--- config.mk ---
export PLATFORM = sky130hd
export DESIGN_NAME = native_port_responder
export DESIGN_NICKNAME = d
export VERILOG_FILES = /design/src/rtl/native_pkg.sv /design/src/rtl/native_cmd_fifo.sv /design/src/rtl/native_port_responder.sv
export SDC_FILE = /design/constraint.sdc
export NUM_CORES = 1
export LEC_CHECK = 0
export BUFFER_PORTS_ARGS = -buffer_cell sky130_fd_sc_hd__buf_4
export CAP_MARGIN = 20
export CORE_AREA = 2 2 449 451
export DETAILED_ROUTE_END_ITERATION = 8
export DIE_AREA = 0 0 451 453
export GPL_TIMING_DRIVEN = 0
export MAX_ROUTING_LAYER = met4
export PLACE_DENSITY_LB_ADDON = 0.15
export SLEW_MARGIN = 20
export SYNTH_ARGS = -nofsm -noshare
export SYNTH_HDL_FRONTEND = slang
export SYNTH_SLANG_ARGS = --single-unit
export TNS_END_PERCENT = 1
--- constraint.sdc ---
create_clock -name clk -period 22.1 [get_ports clk]
set_input_delay 1.105 -clock clk [delete_from_list [all_inputs] [get_ports clk]]
set_output_delay 1.105 -clock clk [all_outputs]
set_load 0.005 [all_outputs]
--- src/rtl/native_pkg.sv ---
// rtl/native_pkg.sv - shared widths, burst geometry, FSM states and command type for the native port responder
package native_pkg;

    localparam int DDR_ADDR_W      = 32;
    localparam int DDR_DATA_W      = 256;
    localparam int DDR_MASK_W      = DDR_DATA_W / 8;

    localparam int BURST_BYTES     = 64;
    localparam int BEATS_PER_BURST = 2;

    // Byte-offset bits inside one burst, and inside one beat
    localparam int BURST_OFS_W     = $clog2(BURST_BYTES);
    localparam int BEAT_OFS_W      = $clog2(BURST_BYTES / BEATS_PER_BURST);

    typedef enum logic [2:0] {
        ST_IDLE,
        ST_WR0,
        ST_WR1,
        ST_RD0,
        ST_RD1
    } rsp_state_e;

    typedef struct packed {
        logic [DDR_ADDR_W-1:0] addr;
        logic                  we;
        logic                  mw;
    } ncmd_t;

endpackage

--- src/rtl/native_cmd_fifo.sv ---
// rtl/native_cmd_fifo.sv - power-of-two deep queue of native commands
module native_cmd_fifo
    import native_pkg::*;
#(
    parameter int DEPTH = 4
) (
    input  logic  clk,
    input  logic  rst_n,
    input  logic  push,
    input  ncmd_t push_data,
    input  logic  pop,
    output ncmd_t pop_data,
    output logic  full,
    output logic  empty
);

    localparam int PTR_W = $clog2(DEPTH);

    ncmd_t            slots [DEPTH];
    logic [PTR_W-1:0] wr_ptr;
    logic [PTR_W-1:0] rd_ptr;
    logic [PTR_W:0]   count;
    logic             do_push;
    logic             do_pop;

    // Fullness is judged before this cycle's pop, so a push to a full queue waits a cycle
    assign full     = (count == (PTR_W + 1)'(DEPTH));
    assign empty    = (count == '0);
    assign do_push  = push && !full;
    assign do_pop   = pop && !empty;
    assign pop_data = slots[rd_ptr];

    // Pointer and occupancy bookkeeping
    always_ff @(posedge clk or negedge rst_n) begin
        if (!rst_n) begin
            wr_ptr <= '0;
            rd_ptr <= '0;
            count  <= '0;
        end else begin
            if (do_push) wr_ptr <= wr_ptr + PTR_W'(1);
            if (do_pop)  rd_ptr <= rd_ptr + PTR_W'(1);
            case ({do_push, do_pop})
                2'b10:   count <= count + (PTR_W + 1)'(1);
                2'b01:   count <= count - (PTR_W + 1)'(1);
                default: count <= count;
            endcase
        end
    end

    // Command storage; only the pointers need a reset
    always_ff @(posedge clk) begin
        if (do_push) slots[wr_ptr] <= push_data;
    end

endmodule

--- src/rtl/native_port_responder.sv ---
// rtl/native_port_responder.sv - native-port target endpoint over a 1-cycle SRAM; NATIVE_RSP_PERF_CNT_EN adds command counters
module native_port_responder #(
    parameter int DDR_ADDR_W = 32,
    parameter int DDR_DATA_W = 256,
    parameter int DDR_MASK_W = 32,
    parameter int MEM_WORDS  = 64,
    parameter int CMD_DEPTH  = 4
) (
    input  logic                         clk,
    input  logic                         rst_n,
    input  logic                         clr_i,
    input  logic                         ncmd_valid_i,
    output logic                         ncmd_ready_o,
    input  logic [DDR_ADDR_W-1:0]        ncmd_payload_addr_i,
    input  logic                         ncmd_payload_we_i,
    input  logic                         ncmd_payload_mw_i,
    input  logic                         wdata_valid_i,
    output logic                         wdata_ready_o,
    input  logic [DDR_DATA_W-1:0]        wdata_payload_data_i,
    input  logic [DDR_MASK_W-1:0]        wdata_payload_we_i,
    output logic                         rdata_valid_o,
    input  logic                         rdata_ready_i,
    output logic [DDR_DATA_W-1:0]        rdata_payload_data_o,
    output logic                         mem_en_o,
    output logic                         mem_we_o,
    output logic [$clog2(MEM_WORDS)-1:0] mem_addr_o,
    output logic [DDR_DATA_W-1:0]        mem_wdata_o,
    output logic [DDR_MASK_W-1:0]        mem_bmask_o,
    input  logic [DDR_DATA_W-1:0]        mem_rdata_i,
    output logic                         err_o
`ifdef NATIVE_RSP_PERF_CNT_EN
    ,
    output logic [15:0]                  wr_cnt_o,
    output logic [15:0]                  rd_cnt_o
`endif
);

    import native_pkg::*;

    localparam int MEM_AW = $clog2(MEM_WORDS);

    rsp_state_e             state_q;
    rsp_state_e             state_d;
    ncmd_t                  cmd_in;
    ncmd_t                  cmd_head;
    logic                   q_full;
    logic                   q_empty;
    logic                   q_pop;
    logic [MEM_AW-1:0]      base_q;
    logic                   mw_q;
    logic                   err_q;
    logic                   misaligned;
    logic                   rd_issue;
    logic                   rd_inflight_q;
    logic [DDR_DATA_W-1:0]  buf_data [2];
    logic                   buf_wr_ptr;
    logic                   buf_rd_ptr;
    logic [1:0]             buf_cnt;
    logic [1:0]             outstanding;
    logic                   buf_pop;
    logic                   unused_addr_hi;

    assign cmd_in = '{addr: ncmd_payload_addr_i, we: ncmd_payload_we_i, mw: ncmd_payload_mw_i};

    native_cmd_fifo #(
        .DEPTH     (CMD_DEPTH)
    ) u_cmd_fifo (
        .clk       (clk),
        .rst_n     (rst_n),
        .push      (ncmd_valid_i),
        .push_data (cmd_in),
        .pop       (q_pop),
        .pop_data  (cmd_head),
        .full      (q_full),
        .empty     (q_empty)
    );

    assign ncmd_ready_o   = !q_full;
    assign misaligned     = |cmd_head.addr[BURST_OFS_W-1:0];
    assign unused_addr_hi = ^cmd_head.addr[DDR_ADDR_W-1:BEAT_OFS_W+MEM_AW];
    assign err_o          = err_q;

    // Read beats already owed to the consumer: buffered plus the one returning from SRAM
    assign outstanding          = buf_cnt + {1'b0, rd_inflight_q};
    assign rdata_valid_o        = (buf_cnt != 2'd0);
    assign rdata_payload_data_o = rdata_valid_o ? buf_data[buf_rd_ptr] : '0;
    assign buf_pop              = rdata_valid_o && rdata_ready_i;

    // Burst sequencer: next state and SRAM port drive
    always_comb begin
        state_d       = state_q;
        q_pop         = 1'b0;
        wdata_ready_o = 1'b0;
        mem_en_o      = 1'b0;
        mem_we_o      = 1'b0;
        mem_addr_o    = '0;
        mem_wdata_o   = '0;
        mem_bmask_o   = '0;
        rd_issue      = 1'b0;
        unique case (state_q)
            ST_IDLE: begin
                if (!q_empty) begin
                    q_pop   = 1'b1;
                    state_d = cmd_head.we ? ST_WR0 : ST_RD0;
                end
            end
            ST_WR0, ST_WR1: begin
                wdata_ready_o = 1'b1;
                if (wdata_valid_i) begin
                    mem_en_o    = 1'b1;
                    mem_we_o    = 1'b1;
                    mem_addr_o  = base_q + MEM_AW'(state_q == ST_WR1);
                    mem_wdata_o = wdata_payload_data_i;
                    mem_bmask_o = mw_q ? wdata_payload_we_i : '1;
                    state_d     = (state_q == ST_WR0) ? ST_WR1 : ST_IDLE;
                end
            end
            ST_RD0, ST_RD1: begin
                if (outstanding < 2'd2) begin
                    mem_en_o   = 1'b1;
                    rd_issue   = 1'b1;
                    mem_addr_o = base_q + MEM_AW'(state_q == ST_RD1);
                    state_d    = (state_q == ST_RD0) ? ST_RD1 : ST_IDLE;
                end
            end
            default: state_d = ST_IDLE;
        endcase
    end

    // Sequencer state, latched burst base and sticky misalignment flag (set beats clear)
    always_ff @(posedge clk or negedge rst_n) begin
        if (!rst_n) begin
            state_q <= ST_IDLE;
            base_q  <= '0;
            mw_q    <= 1'b0;
            err_q   <= 1'b0;
        end else begin
            state_q <= state_d;
            if (q_pop) begin
                base_q <= cmd_head.addr[BEAT_OFS_W +: MEM_AW];
                mw_q   <= cmd_head.mw;
            end
            if (q_pop && misaligned) begin
                err_q <= 1'b1;
            end else if (clr_i) begin
                err_q <= 1'b0;
            end
        end
    end

    // Return-buffer occupancy; SRAM data lands in the buffer the cycle after issue
    always_ff @(posedge clk or negedge rst_n) begin
        if (!rst_n) begin
            rd_inflight_q <= 1'b0;
            buf_wr_ptr    <= 1'b0;
            buf_rd_ptr    <= 1'b0;
            buf_cnt       <= 2'd0;
        end else begin
            rd_inflight_q <= rd_issue;
            if (rd_inflight_q) buf_wr_ptr <= ~buf_wr_ptr;
            if (buf_pop)       buf_rd_ptr <= ~buf_rd_ptr;
            buf_cnt <= buf_cnt + {1'b0, rd_inflight_q} - {1'b0, buf_pop};
        end
    end

    // Return-buffer storage; the output mux hides stale entries
    always_ff @(posedge clk) begin
        if (rd_inflight_q) buf_data[buf_wr_ptr] <= mem_rdata_i;
    end

`ifdef NATIVE_RSP_PERF_CNT_EN
    logic wr_done;
    logic rd_done;

    assign wr_done = mem_we_o && (state_q == ST_WR1);
    assign rd_done = rd_issue && (state_q == ST_RD1);

    // Saturating counts of completed write and read commands
    always_ff @(posedge clk or negedge rst_n) begin
        if (!rst_n) begin
            wr_cnt_o <= 16'd0;
            rd_cnt_o <= 16'd0;
        end else if (clr_i) begin
            wr_cnt_o <= 16'd0;
            rd_cnt_o <= 16'd0;
        end else begin
            if (wr_done && (wr_cnt_o != 16'hFFFF)) wr_cnt_o <= wr_cnt_o + 16'd1;
            if (rd_done && (rd_cnt_o != 16'hFFFF)) rd_cnt_o <= rd_cnt_o + 16'd1;
        end
    end
`endif

endmodule

==> impl_metrics.sql <==
INSERT INTO impl_metrics (metric_group, metric, value, unit) VALUES
('logic_synthesis', 'postSynthCellCount', '1644', ''),
('cts', 'cts_stage_hold_buffer_count', '0', ''),
('routing', 'drt-initial-drc-count', '1038', ''),
('grt', 'grt_util_met2', '0.300', ''),
('layout', 'final-instance-count-excl-fill', '5646', ''),
('logic_synthesis', 'yosys_most_used_dff', 'edfxtp_1', ''),
('logic_synthesis', 'synth_mux_area_frac', '0.115', ''),
('logic_synthesis', 'synth_simple_gate_area_frac', '0.115', ''),
('grt', 'grtUsageMet3', '0.0462', ''),
('cts', 'cts-htree-levels', '3', ''),
('floorplan', 'starting_density', '0.123', ''),
('routing', 'routed_wirelength', '184000', 'µm'),
('routing', 'drt_drc_violations_left', '0', ''),
('cts', 'clock_latency', '650', 'ps'),
('logic_synthesis', 'synth.lib_cells_used.distinct', '40', ''),
('critical_path', 'setup.worst_path.class', 'reg2out', ''),
('routing', 'detailroute.via_count', '18600', ''),
('grt', 'gr-usage-met1', '0.215', ''),
('critical_path', 'cp_data_arrival_time', '3530', 'ps'),
('job', 'number_of_violations_of_the_max_capacitance_limit', '0', ''),
('timing', 'relative_slew_slack', '0.284', ''),
('timing', 'timing_hold_violations_final', '0', ''),
('logic_synthesis', 'postSynthAreaPerCell', '14.9', 'µm²'),
('critical_path', 'critical_path.endpoint_type', 'output pin', ''),
('cts', 'number_of_cts_inserted_buffers', '76', ''),
('outcome', 'outcome', 'finished, final reports clean', ''),
('grt', 'grt_max_degree', '43', ''),
('layout', 'most-common-layout-cells', 'buf_4, edfxtp_1, nor2_1', ''),
('floorplan', 'die_width', '451', 'µm'),
('cts', 'clock_sink_count', '587', ''),
('grt', 'global_route_wire_length_before_repair', '226000', 'µm'),
('placed_design', 'gp_congestion', '0.972', ''),
('floorplan', 'fp.dieArea', '204000', 'µm²'),
('critical_path', 'critPathLaunchType', 'flop', ''),
('timing', 'finalWorstPathRequiredPeriod', '4640', 'ps'),
('logic_synthesis', 'synthAdderAreaFrac', '0.00643', ''),
('timing', 'fin_worst_hold_slack', '362', 'ps'),
('critical_path', 'max_stage_delay', '960', 'ps'),
('placed_design', 'io_buffer_count', '1118', ''),
('power_and_ir_drop', 'cellPowerDensity', '137', 'nW/µm²'),
('routing', 'route.detailed.vias_per_inst', '3.30', ''),
('routing', 'detail_route.wl_per_cell', '32.6', 'µm'),
('placed_design', 'place.detailed.instances', '5440', ''),
('critical_path', 'cp_data_required_time', '21000', 'ps'),
('logic_synthesis', 'synth_sequential_area_ratio', '0.714', ''),
('layout', 'utilization', '0.197', ''),
('grt', 'global_route.overflow_total', '0', ''),
('timing', 'fin_worst_skew', '19.5', 'ps'),
('logic_synthesis', 'synthesis.area', '24500', 'µm²'),
('cts', 'path_clk_slew', '60', 'ps'),
('timing', 'timing.final.max_slew_violations', '0', ''),
('logic_synthesis', 'synth_compound_gate_area_share', '0.0136', ''),
('critical_path', 'critical_path.top_delay_family', 'buffers and inverters', ''),
('layout', 'drive_above_1_share', '0.452', ''),
('timing', 'report.final.setup_viol', '0', ''),
('logic_synthesis', 'synth_top_family_by_area', 'multiplexers', ''),
('critical_path', 'path_max_fanout', '11', ''),
('grt', 'grt_most_used_layer', 'met2', ''),
('min_path', 'classification_of_the_worst_slack_hold_path', 'in2async', ''),
('placed_design', 'dp.final_hpwl', '160000', 'µm'),
('critical_path', 'timing.critical_path.slowest_stage_cell', 'a21oi_1', ''),
('grt', 'grt_use_total', '0.179', ''),
('power_and_ir_drop', 'peakVddDrop', '54.9', 'µV'),
('critical_path', 'critical_path.n_buffers_inverters', '4', ''),
('cts', 'clock_tree_from_tritoncts', 'built', ''),
('critical_path', 'critPathMostFrequentCell', 'buf_4', ''),
('timing', 'worst_slew_pin_slew', '1070', 'ps'),
('grt', 'grt_antenna_before_repair', '101', ''),
('logic_synthesis', 'postSynthRegisterBits', '587', ''),
('cts', 'root_buffer', 'clkbuf_16', ''),
('logic_synthesis', 'yosys_warnings', '0', '');
-- kinds of logic after synthesis --
| logic type | after synthesis |
|---|---|
| buffers and inverters | 148 |
| xor gates and xnor gates | 11 |
| and+or+nand+nor | 559 |
| DFF | 587 |
| muxes | 273 |
| AOI/OAI and AO/OA | 54 |
| adders and majority gates | 12 |
-- registers in the layout, summed over array words and instances, names as in the netlist, 2 cells and up --
| name | flops |
|---|---|
| state_q | 3 |
| buf_data | 512 |
| u_cmd_fifo.count | 3 |
| u_cmd_fifo.rd_ptr | 2 |
| buf_cnt | 2 |
| base_q | 6 |
| u_cmd_fifo.wr_ptr | 2 |
| u_cmd_fifo.slots | 52 |
-- power by group --
group | internal [mW] | switching [mW] | total [mW]
logic | 1.10 | 1.56 | 2.66
clock network | 0.712 | 0.502 | 1.21
registers | 1.48 | 0.0545 | 1.53
total | 3.29 | 2.12 | 5.41
-- cells in the mapped netlist (3+ instances only) --
| master | count | area [µm²] |
|---|---|---|
| inv_1 | 45 | 169 |
| edfxtp_1 | 564 | 16900 |
| dfrtp_1 | 23 | 576 |
| o21ai_0 | 3 | 15.0 |
| ha_1 | 11 | 138 |
| buf_2 | 29 | 145 |
| buf_6 | 23 | 259 |
| and3_1 | 6 | 37.5 |
| nor3_1 | 6 | 30.0 |
| and2_1 | 259 | 1620 |
| xor2_1 | 4 | 35.0 |
| a21oi_1 | 32 | 160 |
| or4_1 | 3 | 22.5 |
| nand2_1 | 9 | 33.8 |
| nor2_1 | 263 | 987 |
| mux2i_1 | 258 | 2580 |
| nand3_1 | 5 | 25.0 |
| mux4_2 | 7 | 158 |
| xnor2_1 | 7 | 61.3 |
| clkbuf_1 | 40 | 150 |
| mux2_2 | 7 | 78.8 |
| buf_1 | 6 | 22.5 |
| a22o_1 | 9 | 78.8 |
-- per-stage QoR --
step	area (µm²)	power (mW)	worst slack (ps)
floorplan	24500	2.62	9510
global placement	36200	4.43	-1850
detailed placement	36800	4.31	17690
CTS	39200	5.56	17110
global route	39300	5.70	17160
finish	39300	5.41	17460
-- worst reg2reg max path, stage by stage (launching register included) --
cell	delay (ps)
dfrtp_1	360
buf_4	160
or4_1	520
clkbuf_1	220
inv_2	300
ha_1	240
inv_1	60
fa_1	370
xor2_1	150
nor2_1	120
xor2_1	150
-- path summary, 6_finish.rpt --
kind	from	endpoint	slack [ps]	cells past startpoint
setup / recovery	state_q[0]	mem_bmask_o[26]	17460	7
hold / removal	rst_n	mw_q	360	1
setup reg to reg	state_q[0]	u_cmd_fifo.count[2]	19380	10
hold reg to reg	u_cmd_fifo.count[0]	u_cmd_fifo.count[0]	510	1
max in group asynchronous	rst_n	buf_rd_ptr	21420	1
min in group clk	u_cmd_fifo.count[0]	u_cmd_fifo.count[0]	510	1
-- per-layer routing --
metal	part of all wire	vias up
met5	0	-
met4	0.025	0
met3	0.060	242
met2	0.49	771
met1	0.42	9204
li1	-	8407
-- final cells by class --
class,count,area [µm²]
flip-flops and latches,587,17500
clock inverters,40,398
clock buffers,96,2000
diodes,70,175
fillers,21800,160000
well taps,2656,3320
multi-input cells,909,6250
inverters,47,176
plain buffers,101,601
repair buffers,1140,8920
No activity file was read; power rests on OpenSTA's default activity.
